==> src/rtl/button_gesture.sv <==
// Classifies debounced press/release events into short, long, double-click pulses.
// Define BUTTON_GESTURE_AUTO_REPEAT_EN to add auto-repeat pulses while held long.
module button_gesture #(
  parameter int LONG_PRDS   = 50000,
  parameter int DCLICK_PRDS = 25000,
  parameter int REPEAT_PRDS = 10000,
  parameter int CNT_W       = 16
) (
  input  logic clk_100K,
  input  logic rst_n,
  input  logic btnPress,
  input  logic btnRelease,
  output logic shortPress,
  output logic longPress,
  output logic doubleClick,
  output logic repeatPulse,
  output logic busy
);

  typedef enum logic [2:0] {
    IDLE,
    PRESS1,
    WAIT2,
    HOLD,
    DC_HOLD
  } state_t;

  localparam logic [CNT_W-1:0] LONG_LAST = CNT_W'(LONG_PRDS - 1);
  localparam logic [CNT_W-1:0] DCL_LAST  = CNT_W'(DCLICK_PRDS - 1);

  state_t state_q, state_d;
  logic [CNT_W-1:0] cnt_q, cnt_d;
  logic short_q, short_d;
  logic long_q, long_d;
  logic dbl_q, dbl_d;
  logic busy_q, busy_d;
  logic press_ev, rel_ev;
  logic cnt_en;

  // Coincident press and release cancel each other out.
  assign press_ev = btnPress & ~btnRelease;
  assign rel_ev   = btnRelease & ~btnPress;

`ifdef BUTTON_GESTURE_AUTO_REPEAT_EN
  localparam logic [CNT_W-1:0] REP_LAST = CNT_W'(REPEAT_PRDS - 1);
  logic rep_q, rep_d;
  assign repeatPulse = rep_q;
`else
  assign repeatPulse = 1'b0;
`endif

  always_comb begin
    state_d = state_q;
    short_d = 1'b0;
    long_d  = 1'b0;
    dbl_d   = 1'b0;
`ifdef BUTTON_GESTURE_AUTO_REPEAT_EN
    rep_d   = 1'b0;
`endif
    unique case (state_q)
      IDLE: begin
        if (press_ev) state_d = PRESS1;
      end
      PRESS1: begin
        if (rel_ev) begin
          state_d = WAIT2;
        end else if (cnt_q == LONG_LAST) begin
          state_d = HOLD;
          long_d  = 1'b1;
        end
      end
      WAIT2: begin
        if (press_ev) begin
          state_d = DC_HOLD;
          dbl_d   = 1'b1;
        end else if (cnt_q == DCL_LAST) begin
          state_d = IDLE;
          short_d = 1'b1;
        end
      end
      HOLD: begin
        if (rel_ev) begin
          state_d = IDLE;
        end
`ifdef BUTTON_GESTURE_AUTO_REPEAT_EN
        else if (cnt_q == REP_LAST) begin
          rep_d = 1'b1;
        end
`endif
      end
      DC_HOLD: begin
        if (rel_ev) state_d = IDLE;
      end
      default: state_d = IDLE;
    endcase
  end

`ifdef BUTTON_GESTURE_AUTO_REPEAT_EN
  assign cnt_en = (state_q == PRESS1) | (state_q == WAIT2) |
                  (state_q == HOLD);
`else
  assign cnt_en = (state_q == PRESS1) | (state_q == WAIT2);
`endif

  always_comb begin
    cnt_d = cnt_q;
    if (state_d != state_q) begin
      cnt_d = '0;
`ifdef BUTTON_GESTURE_AUTO_REPEAT_EN
    end else if (rep_d) begin
      cnt_d = '0;
`endif
    end else if (cnt_en && (cnt_q != '1)) begin
      cnt_d = cnt_q + 1'b1;
    end
    busy_d = (state_d != IDLE);
  end

  always_ff @(posedge clk_100K or negedge rst_n) begin
    if (!rst_n) begin
      state_q <= IDLE;
      cnt_q   <= '0;
      short_q <= 1'b0;
      long_q  <= 1'b0;
      dbl_q   <= 1'b0;
      busy_q  <= 1'b0;
    end else begin
      state_q <= state_d;
      cnt_q   <= cnt_d;
      short_q <= short_d;
      long_q  <= long_d;
      dbl_q   <= dbl_d;
      busy_q  <= busy_d;
    end
  end

`ifdef BUTTON_GESTURE_AUTO_REPEAT_EN
  always_ff @(posedge clk_100K or negedge rst_n) begin
    if (!rst_n) rep_q <= 1'b0;
    else        rep_q <= rep_d;
  end
`endif

  assign shortPress  = short_q;
  assign longPress   = long_q;
  assign doubleClick = dbl_q;
  assign busy        = busy_q;

endmodule

==> config.mk <==
export PLATFORM = sky130hd
export DESIGN_NAME = button_gesture
export DESIGN_NICKNAME = d
export VERILOG_FILES = /design/src/rtl/button_gesture.sv
export SDC_FILE = /design/constraint.sdc
export NUM_CORES = 1
export LEC_CHECK = 0
export ABC_AREA = 1
export BUFFER_PORTS_ARGS = -buffer_cell sky130_fd_sc_hd__buf_4
export CAP_MARGIN = 10
export CORE_UTILIZATION = 60
export CTS_CLUSTER_SIZE = 40
export DETAILED_ROUTE_END_ITERATION = 8
export PLACE_DENSITY = 0.79
export RECOVER_POWER = 25
export REMOVE_ABC_BUFFERS = 1
export SKIP_LAST_GASP = 1
export SLEW_MARGIN = 20
export SYNTH_ARGS = -nofsm -noshare
export SYNTH_HDL_FRONTEND = slang
export SYNTH_SLANG_ARGS = --single-unit
==> constraint.sdc <==
create_clock -name clk_100K -period 2 [get_ports clk_100K]
set_clock_uncertainty 0.05 [all_clocks]
set_input_delay 0.4 -clock clk_100K [delete_from_list [all_inputs] [get_ports clk_100K]]
set_output_delay 0.4 -clock clk_100K [all_outputs]
set_load 0.02 [all_outputs]
==> results.ini, run 1 <==
[outcome]
status = finished, final reports clean

[setup_path]
slowest_delay_ns = 0.43
cp_cell_sequence = ha_1, nand3_1, nor2_1, nand2_1, nand3_1, nor2_1, nand2_1, nand2_1, nor2_2
crit_top_cell = nand2_1
r2r-start = cnt_q[0]
crit_path_start_kind = flip-flop
crit_required_ns = 2.18
path_delay_family = simple AND/OR/NAND/NOR gates
cp-end-kind = flip-flop
startpoint = cnt_q[0]
crit_type = reg2reg
worstPathArrival_ns = 1.95
crit_buf_inv = 0
slowest_stage = dfrtp_1
crit_fanout = 5

[timing]
slew_headroom = 0.184
finalCritPeriodShare = 0.885
whs_ns = 0.329
min_period_ns = 1.77
worst_pin_slew_ns = 1.22
slew_violations = 0
rsz0062_at_grt = no
fmax_ghz = 0.565
setup_tns_ns = 0
hold_viol = 0
setup_violations = 0

[cells_and_area]
final_util = 0.709
n_antenna_cell = 0
num-fill-cells = 202
nNetsFinal = 225
area_delta_synth_final_pct = 6.46
fin_area_um2 = 1630
drive_above_1_share = 0.219

[logic_synthesis]
synth_ff_type = dfrtp_1
ys_warn_count = 0
synth.top_cells.by_count = 46 x nand2_1, 26 x nand3_1, 26 x nor2_1
synth_mux_area_frac = 0
synth_top_area_cell = dfrtp_1
yosysSeqAreaShare = 0.376
yosysMostFrequentCell = nand2_1
synth_top_area_share = 0.376
synth_top_family_by_area = simple AND/OR/NAND/NOR gates
synth-compound-area-share = 0.0253
synth_edf_count = 0
synthAdderAreaFrac = 0.00818
netlist_top_cells_area = dfrtp_1 38%, nand2_1 11%, nand3_1 8.5%
syn_area_per_cell_um2 = 7.32
synth-xor-area-share = 0.0343
synth.distinct_cells = 29
synth_seq_cells = 23
synthCells = 209
async_flop_share = 1.00
synth.cell_area_um2 = 1530
synthSimpleGateAreaFrac = 0.467

[floorplan]
die_x_um = 52.5
start_util = 0.666
rows = 17
die_h_um = 52.5
dieArea_um2 = 2760
core_um2 = 2300
num_io_pins = 9

[global_routing]
grt_pass1_wl_mm = 5.90
grt_use_total = 0.299
grt_overflow = 0
antenna_found_initial = 0
grt_pass1_vias = 1310
grt_max_degree = 24

[flow_run]
maxCapViolCount = 0

[route]
wl_per_cell_um = 14.0
drc = 0
detail_route.wirelength_mm = 3.46
firstDrtPassIters = 5
postRouteAntennaNets = 0
drt_iter0_drc = 88
viasPerCell = 5.75
via_count = 1420

[clock_tree]
clk_latency_ns = 0.32
clockRootBuffer = clkbuf_4
clk_pin_slew_ns = 0.13
clkSinkCount = 23
htreeDepth = 1
cts_setup_buffers = 0
cts_tree = done
cts_made_buffers = 3
clockBufferDepth = 2

[placed_design]
place_congestion = 0.945
dpl_cell_area_um2 = 1590
portBuffers = 7
place_hpwl_mm = 2.57

[power_and_ir_drop]
peakVddDrop_uv = 667
p_seq_frac = 0.402
switching_power_w = 0.000627
power_density_nw_per_um2 = 853
p_sw_frac = 0.451
p_leak_nw = 0.736
p_int_w = 0.000763
clkPwrFrac = 0.163
combPwrFrac = 0.435

[min_path]
min_path_type = in2reg
hp-start = btnRelease

[power groups by stage]
stage | Combinational (W) | Clock [W] | Sequential (W)
after detailed placement | 0.000604 | 0 | 0.000567
after CTS | 0.000608 | 0.000231 | 0.000558
after floorplan | 0.000459 | 0 | 0.000574
after global routing | 0.000669 | 0.000244 | 0.000565
final | 0.000604 | 0.000227 | 0.000559
after global placement | 0.000593 | 0 | 0.000564
[cell families after synthesis]
family	count (synthesis)
AO/OA/AOI/OAI	6
XOR/XNOR	6
adder cells (fa/ha/maj)	1
buffers and inverters	30
flip-flops	23
other	1
AND/OR/NAND/NOR	142
[routing by layer]
layer,up-vias,routed length [um],global-route usage,part of all wire
met5,-,0,0,0
met4,0,91,0.127,0.026
met3,13,234,0.0319,0.068
met2,79,1650,0.485,0.48
met1,646,1490,0.401,0.43
li1,682,-,-,-
[area by class of cell]
cell class | instances | area [um2] | area share
Multi-Input combinational cell | 156 | 827 | 0.508
Tap cell | 28 | 35.0 | 0.0215
Clock inverter | 1 | 5.00 | 0.00307
Sequential cell | 23 | 576 | 0.353
Timing Repair Buffer | 8 | 58.8 | 0.0361
Clock buffer | 3 | 22.5 | 0.0138
Inverter | 28 | 105 | 0.0645
[worst paths after layout]
path / endpoint / slack [ns] / cells after the start
worst max-delay path: cnt_q[6] / 0.23 / 9
worst min-delay path: doubleClick / 0.33 / 4
worst max register to register: cnt_q[6] / 0.23 / 9
worst min register to register: cnt_q[15] / 0.55 / 3
max in group asynchronous: cnt_q[3] / 0.39 / 2
min in group asynchronous: shortPress / 0.79 / 2
[layout by cell type (no fill, tap or decap), types with 2 or more instances in the layout]
| master | count |
|---|---|
| nor3_2 | 2 |
| dfrtp_1 | 23 |
| nor2_2 | 12 |
| nor3_1 | 4 |
| buf_4 | 6 |
| nor4_1 | 4 |
| nor2_1 | 26 |
| inv_2 | 6 |
| clkbuf_4 | 3 |
| nand4_1 | 4 |
| nand2_1 | 46 |
| nand2_2 | 10 |
| o21bai_1 | 2 |
| inv_1 | 21 |
| nand3_1 | 26 |
| nor2_4 | 3 |
| xor2_1 | 5 |
| nand3_2 | 2 |
[state kept, by name, summed over array words and instances (netlist names)]
| signal | flops |
|---|---|
| cnt_q | 16 |
| state_q | 3 |
| busy | 1 |
| doubleClick | 1 |
| longPress | 1 |
| shortPress | 1 |
[metrics by stage]
stage / cells / setup slack (ns) / power (W)
2_1_floorplan: 207 / 0.454 / 0.00103
3_3_place_gp: 242 / 0.265 / 0.00116
3_5_place_dp: 242 / 0.280 / 0.00117
4_1_cts: 247 / 0.257 / 0.00140
5_1_grt: 247 / 0.0318 / 0.00148
6_report: 247 / 0.230 / 0.00139
[tightest hold or removal path: cells and delay by family]
family / cells / cell delay (ns)
buf+inv: 2 / 0.12
simple gates: 2 / 0.17
[repair_timing]
action | in CTS | in global routing
hold endpoints to repair | 23 | 0
resized for setup | 0 | 1
hold buffers | 1 | 0
setup endpoints to repair | 0 | 1
(Power assumes the default switching activity.)
==> inputs of run 2 (changes only) <==
Settings changed: BUFFER_PORTS_ARGS -buffer_cell sky130_fd_sc_hd__buf_4 to default, CORE_UTILIZATION 60 to 62, DONT_BUFFER_PORTS from default to 1, PLACE_DENSITY 0.79 to 0.78.
==> results.ini, run 2 (same netlist as run 1, synthesis figures left out) <==
[placed_design]
portBuffers = 0  ; -7
place_congestion = 0.987  ; +4.5%
dpl_cell_area_um2 = 1540  ; -3.3%
place_hpwl_mm = 2.49  ; -3.0%

[timing]
finalCritPeriodShare = 0.857  ; -0.0276
setup_violations = 0  ; unchanged
slew_headroom = 0.214  ; +0.0302
min_period_ns = 1.71  ; -0.0553 ns
rsz0062_at_grt = no
slew_violations = 0  ; unchanged
hold_viol = 0  ; unchanged
fmax_ghz = 0.583  ; +3.2%
worst_pin_slew_ns = 1.18  ; -0.0453 ns
setup_tns_ns = 0  ; unchanged

[global_routing]
antenna_found_initial = 0  ; unchanged
grt_overflow = 0  ; unchanged
grt_use_total = 0.279  ; -0.0203
grt_pass1_vias = 1188  ; -9.3%
grt_pass1_wl_mm = 5.40  ; -8.4%
grt_max_degree = 24  ; unchanged

[cells_and_area]
num-fill-cells = 194  ; -4.0%
area_delta_synth_final_pct = 2.53
drive_above_1_share = 0.193  ; -0.0258
final_cell_mix = 46 x nand2_1, 26 x nor2_1, 26 x nand3_1, 23 x dfrtp_1, 21 x inv_1
largest-register = cnt_q
final_common_cell = nand2_1
fin_area_um2 = 1570  ; -3.7%
n_antenna_cell = 0  ; unchanged
nNetsFinal = 218  ; -3.1%
biggestRegsByFlops = cnt_q: 16 flops, state_q: 3 flops
largest_reg_flops = 16  ; unchanged

[route]
firstDrtPassIters = 4  ; -1
drt_iter0_drc = 81  ; -8.0%
detail_route.wirelength_mm = 3.22  ; -6.9%
wl_per_cell_um = 13.4  ; -4.2%
drc = 0  ; unchanged
postRouteAntennaNets = 0  ; unchanged
viasPerCell = 5.69  ; -1.1%
via_count = 1365  ; -3.9%

[clock_tree]
clk_latency_ns = 0.33  ; about the same
clockBufferDepth = 2  ; unchanged
cts_tree = done
clockRootBuffer = clkbuf_4
cts_setup_buffers = 0  ; unchanged
cts_resized = 0  ; unchanged
clkSinkCount = 23  ; unchanged
cts_made_buffers = 3  ; unchanged
htreeDepth = 1  ; unchanged
clk_pin_slew_ns = 0.13  ; about the same

[setup_path]
crit_buf_inv = 0  ; unchanged
crit_type = reg2reg
path_delay_family = simple AND/OR/NAND/NOR gates
crit_top_cell = nand2_1
slowest_delay_ns = 0.40  ; -0.03 ns
crit_fanout = 10  ; +5
crit_required_ns = 2.17  ; about the same
crit_path_start_kind = flip-flop
slowest_stage = dfrtp_1
worstPathArrival_ns = 1.88  ; -0.07 ns
cp_cell_sequence = ha_1, nand2_1, nor2_1, nand2_1, nor2_4, nor2_8, nand2_1, xor2_1, nor2_2
startpoint = cnt_q[0]
r2r-start = cnt_q[0]
cp-end-kind = flip-flop

[floorplan]
core_um2 = 2280  ; -0.93%
die_h_um = 51.7  ; -1.6%
start_util = 0.672  ; +0.00623
rows = 17  ; unchanged
dieArea_um2 = 2670  ; -3.1%
num_io_pins = 9  ; unchanged
die_x_um = 51.7  ; -1.6%

[min_path]
min_path_type = in2async

[flow_run]
maxCapViolCount = 0  ; unchanged

[power_and_ir_drop]
power_density_nw_per_um2 = 865  ; +1.4%
peakVddDrop_uv = 786  ; +18%
p_leak_nw = 0.701  ; -4.8%

[outcome]
status = finished, final reports clean

==> run 2: cell type report <==
cell class / count / area, um2 / area share
multi-input combinational: 156 / 822 / 0.524
sequential: 23 / 576 / 0.367
inverter: 28 / 105 / 0.0670
tap: 28 / 35.0 / 0.0223
clock buffer: 3 / 22.5 / 0.0144
clock inverter: 1 / 5.00 / 0.00319
timing repair buffer: 1 / 3.75 / 0.00239
==> run 2: final timing paths <==
kind / slack, ns / end / cells past startpoint
max: 0.29 / cnt_q[14] / 9
min: 0.22 / cnt_q[11] / 1
max reg2reg: 0.29 / cnt_q[14] / 9
min reg2reg: 0.56 / cnt_q[15] / 3
max in group asynchronous: 0.97 / cnt_q[3] / 1
min in group clk_100K: 0.25 / doubleClick / 3
==> run 2: what timing repair did <==
item / 4_1_cts / 5_1_grt
endpoints found under the hold margin: 23 / 0
setup endpoints to repair: 0 / 0
hold buffers: 1 / 0
==> run 2: power breakdown <==
group | switching [W] | internal [W] | total (W)
registers | 0.0000628 | 0.000511 | 0.000574
logic | 0.000402 | 0.000158 | 0.000560
clock network | 0.000148 | 0.0000751 | 0.000223
total | 0.000612 | 0.000745 | 0.00136
==> run 2: routing by layer <==
metal  GRT usage  wire length, um  up-vias
li1            -                -      666
met1       0.395             1400      622
met2       0.424             1480       68
met3      0.0292              253        9
met4       0.135               89        0
met5           0                0        -
==> run 2: per-stage QoR <==
step / utilization / setup slack [ns] / total power [W] / hold WS, ns / instances
4_1_cts: 0.692 / 0.291 / 0.00136 / 0.247 / 240
3_5_place_dp: 0.676 / 0.309 / 0.00113 / 0.0549 / 235
3_3_place_gp: 0.676 / 0.330 / 0.00112 / 0.0548 / 235
2_1_floorplan: - / 0.454 / 0.00103 / 0.0544 / 207
5_1_grt: 0.689 / 0.104 / 0.00145 / 0.254 / 240
6_report: 0.689 / 0.285 / 0.00136 / 0.224 / 240
==> run 2: worst register-to-register path, delay by kind of cell, from the launching register on <==
kind	cells	cell delay, ns
adders and majority gates	1	0.24
DFF	1	0.40
xor gates and xnor gates	1	0.17
and+or+nand+nor	7	0.74
==> inputs of run 3 (changes only) <==
Settings changed: CTS_BUF_LIST from default to sky130_fd_sc_hd__clkbuf_16, CTS_CLUSTER_SIZE 40 to 28.
==> results.ini, run 3 (same netlist as run 1, synthesis figures left out) <==
[timing]
finalCritPeriodShare = 0.852  ; -0.00552
fmax_ghz = 0.587  ; +0.65%
slew_headroom = 0.216  ; +0.00225
slew_violations = 0  ; unchanged
whs_ns = 0.312  ; +0.0879 ns
worst_pin_slew_ns = 1.18  ; -0.00337 ns
setup_tns_ns = 0  ; unchanged
hold_viol = 0  ; unchanged
min_period_ns = 1.70  ; -0.0110 ns
rsz0062_at_grt = no
setup_violations = 0  ; unchanged
worst_slack_ns = 0.296  ; +0.0110 ns

[setup_path]
crit_buf_inv = 0  ; unchanged
cp_cell_sequence = ha_1, nand2_1, nor2_1, nand2_1, nor2_4, nor2_8, nand2_1, xor2_1, nor2_2
crit_path_start_kind = flip-flop
crit_top_cell = nand2_1
path_delay_family = simple AND/OR/NAND/NOR gates
slowest_delay_ns = 0.38  ; -0.02 ns
crit_fanout = 10  ; unchanged
slowest_stage = dfrtp_1
crit_required_ns = 2.09  ; -0.08 ns
crit_type = reg2reg
worstPathArrival_ns = 1.79  ; -0.09 ns
cp-end-kind = flip-flop

[cells_and_area]
multi_input_area_um2 = 822  ; unchanged
num-fill-cells = 182  ; -6.2%
fin_area_um2 = 1620  ; +3.3%
n_antenna_cell = 0  ; unchanged
largest_reg_flops = 16  ; unchanged
largest-register = cnt_q
regArea_um2 = 576  ; unchanged
final_common_cell = nand2_1
nNetsFinal = 218  ; unchanged
biggestRegsByFlops = cnt_q: 16 flops, state_q: 3 flops
final_cell_mix = 46 x nand2_1, 26 x nor2_1, 26 x nand3_1, 23 x dfrtp_1, 21 x inv_1
area_delta_synth_final_pct = 5.97
drive_above_1_share = 0.193  ; unchanged

[floorplan]
die_x_um = 51.7  ; unchanged
start_util = 0.672  ; unchanged
num_io_pins = 9  ; unchanged
core_um2 = 2280  ; unchanged
die_h_um = 51.7  ; unchanged
dieArea_um2 = 2670  ; unchanged
rows = 17  ; unchanged

[global_routing]
grt_overflow = 0  ; unchanged
grt_pass1_wl_mm = 5.40  ; unchanged
grt_pass1_vias = 1183  ; -0.42%
antenna_found_initial = 0  ; unchanged
grt_use_total = 0.282  ; +0.00312
grt_max_degree = 24  ; unchanged

[flow_run]
maxCapViolCount = 0  ; unchanged

[route]
drt_iter0_drc = 75  ; -7.4%
via_count = 1359  ; -0.44%
viasPerCell = 5.66  ; -0.44%
wl_per_cell_um = 13.6  ; +1.4%
detail_route.wirelength_mm = 3.27  ; +1.4%
firstDrtPassIters = 4  ; unchanged
drc = 0  ; unchanged
postRouteAntennaNets = 0  ; unchanged

[clock_tree]
clockBufferDepth = 2  ; unchanged
htreeDepth = 1  ; unchanged
cts_tree = done
cts_made_buffers = 3  ; unchanged
clk_pin_slew_ns = 0.06  ; -0.07 ns
clk_latency_ns = 0.26  ; -0.07 ns
clockRootBuffer = clkbuf_16
cts_setup_buffers = 0  ; unchanged
clkSinkCount = 23  ; unchanged

[power_and_ir_drop]
power_density_nw_per_um2 = 967  ; +12%
peakVddDrop_uv = 870  ; +11%
p_leak_nw = 0.724  ; +3.3%

[outcome]
status = finished, final reports clean

[placed_design]
place_congestion = 0.987  ; unchanged
dp_slack_ns = 0.309  ; unchanged
portBuffers = 0  ; unchanged
place_hpwl_mm = 2.49  ; unchanged
dpl_cell_area_um2 = 1540  ; unchanged

[min_path]
min_path_type = in2async

[run 3: timing repair]
action,4_1_cts,5_1_grt
endpoints found under the setup margin,0,0
endpoints found under the hold margin,23,0
hold buffers,1,0
gates resized for setup,0,0
[run 3: worst paths after layout]
kind / startpoint / to / slack, ns / cells after the start
min in group clk_100K: btnRelease / doubleClick / 0.34 / 3
max in group asynchronous: rst_n / cnt_q[3] / 0.89 / 1
hold reg to reg: cnt_q[0] / cnt_q[0] / 0.56 / 2
hold / removal: rst_n / cnt_q[8] / 0.31 / 1
setup / recovery: cnt_q[0] / cnt_q[14] / 0.30 / 9
setup reg to reg: cnt_q[0] / cnt_q[14] / 0.30 / 9
[run 3: worst reg2reg max path, cell delays in order (launching register included)]
cell,delay (ns)
dfrtp_1,0.38
ha_1,0.24
nand2_1,0.07
nor2_1,0.15
nand2_1,0.13
nor2_4,0.18
nor2_8,0.07
nand2_1,0.09
xor2_1,0.17
nor2_2,0.06
[run 3: routing by layer]
| layer | up-vias | part of all wire | track usage |
|---|---|---|---|
| met5 | - | 0 | 0 |
| met4 | 0 | 0.034 | 0.149 |
| met2 | 71 | 0.46 | 0.426 |
| li1 | 668 | - | - |
| met1 | 608 | 0.43 | 0.387 |
| met3 | 12 | 0.083 | 0.0439 |
[run 3: through the flow]
stage                     cells  power [W]   util
after floorplan             207    0.00103      -
after detailed placement    235    0.00113  0.676
after CTS                   240    0.00157  0.715
final                       240    0.00157  0.712
after global placement      235    0.00112  0.676
after global routing        240    0.00167  0.712
[run 3: where the power goes]
part / leakage [nW] / switching [W] / internal (W)
sequential: 0.316 / 0.0000634 / 0.000512
clock: 0.0409 / 0.000163 / 0.000269
combinational: 0.367 / 0.000401 / 0.000158
total: 0.724 / 0.000628 / 0.000940
[run 3: cell type report]
class / count / share of cell area
inverters: 28 / 0.0648
repair buffers: 1 / 0.00231
clock buffers: 3 / 0.0463
well taps: 28 / 0.0216
clock inverters: 1 / 0.00309
multi-input cells: 156 / 0.507
flip-flops and latches: 23 / 0.355
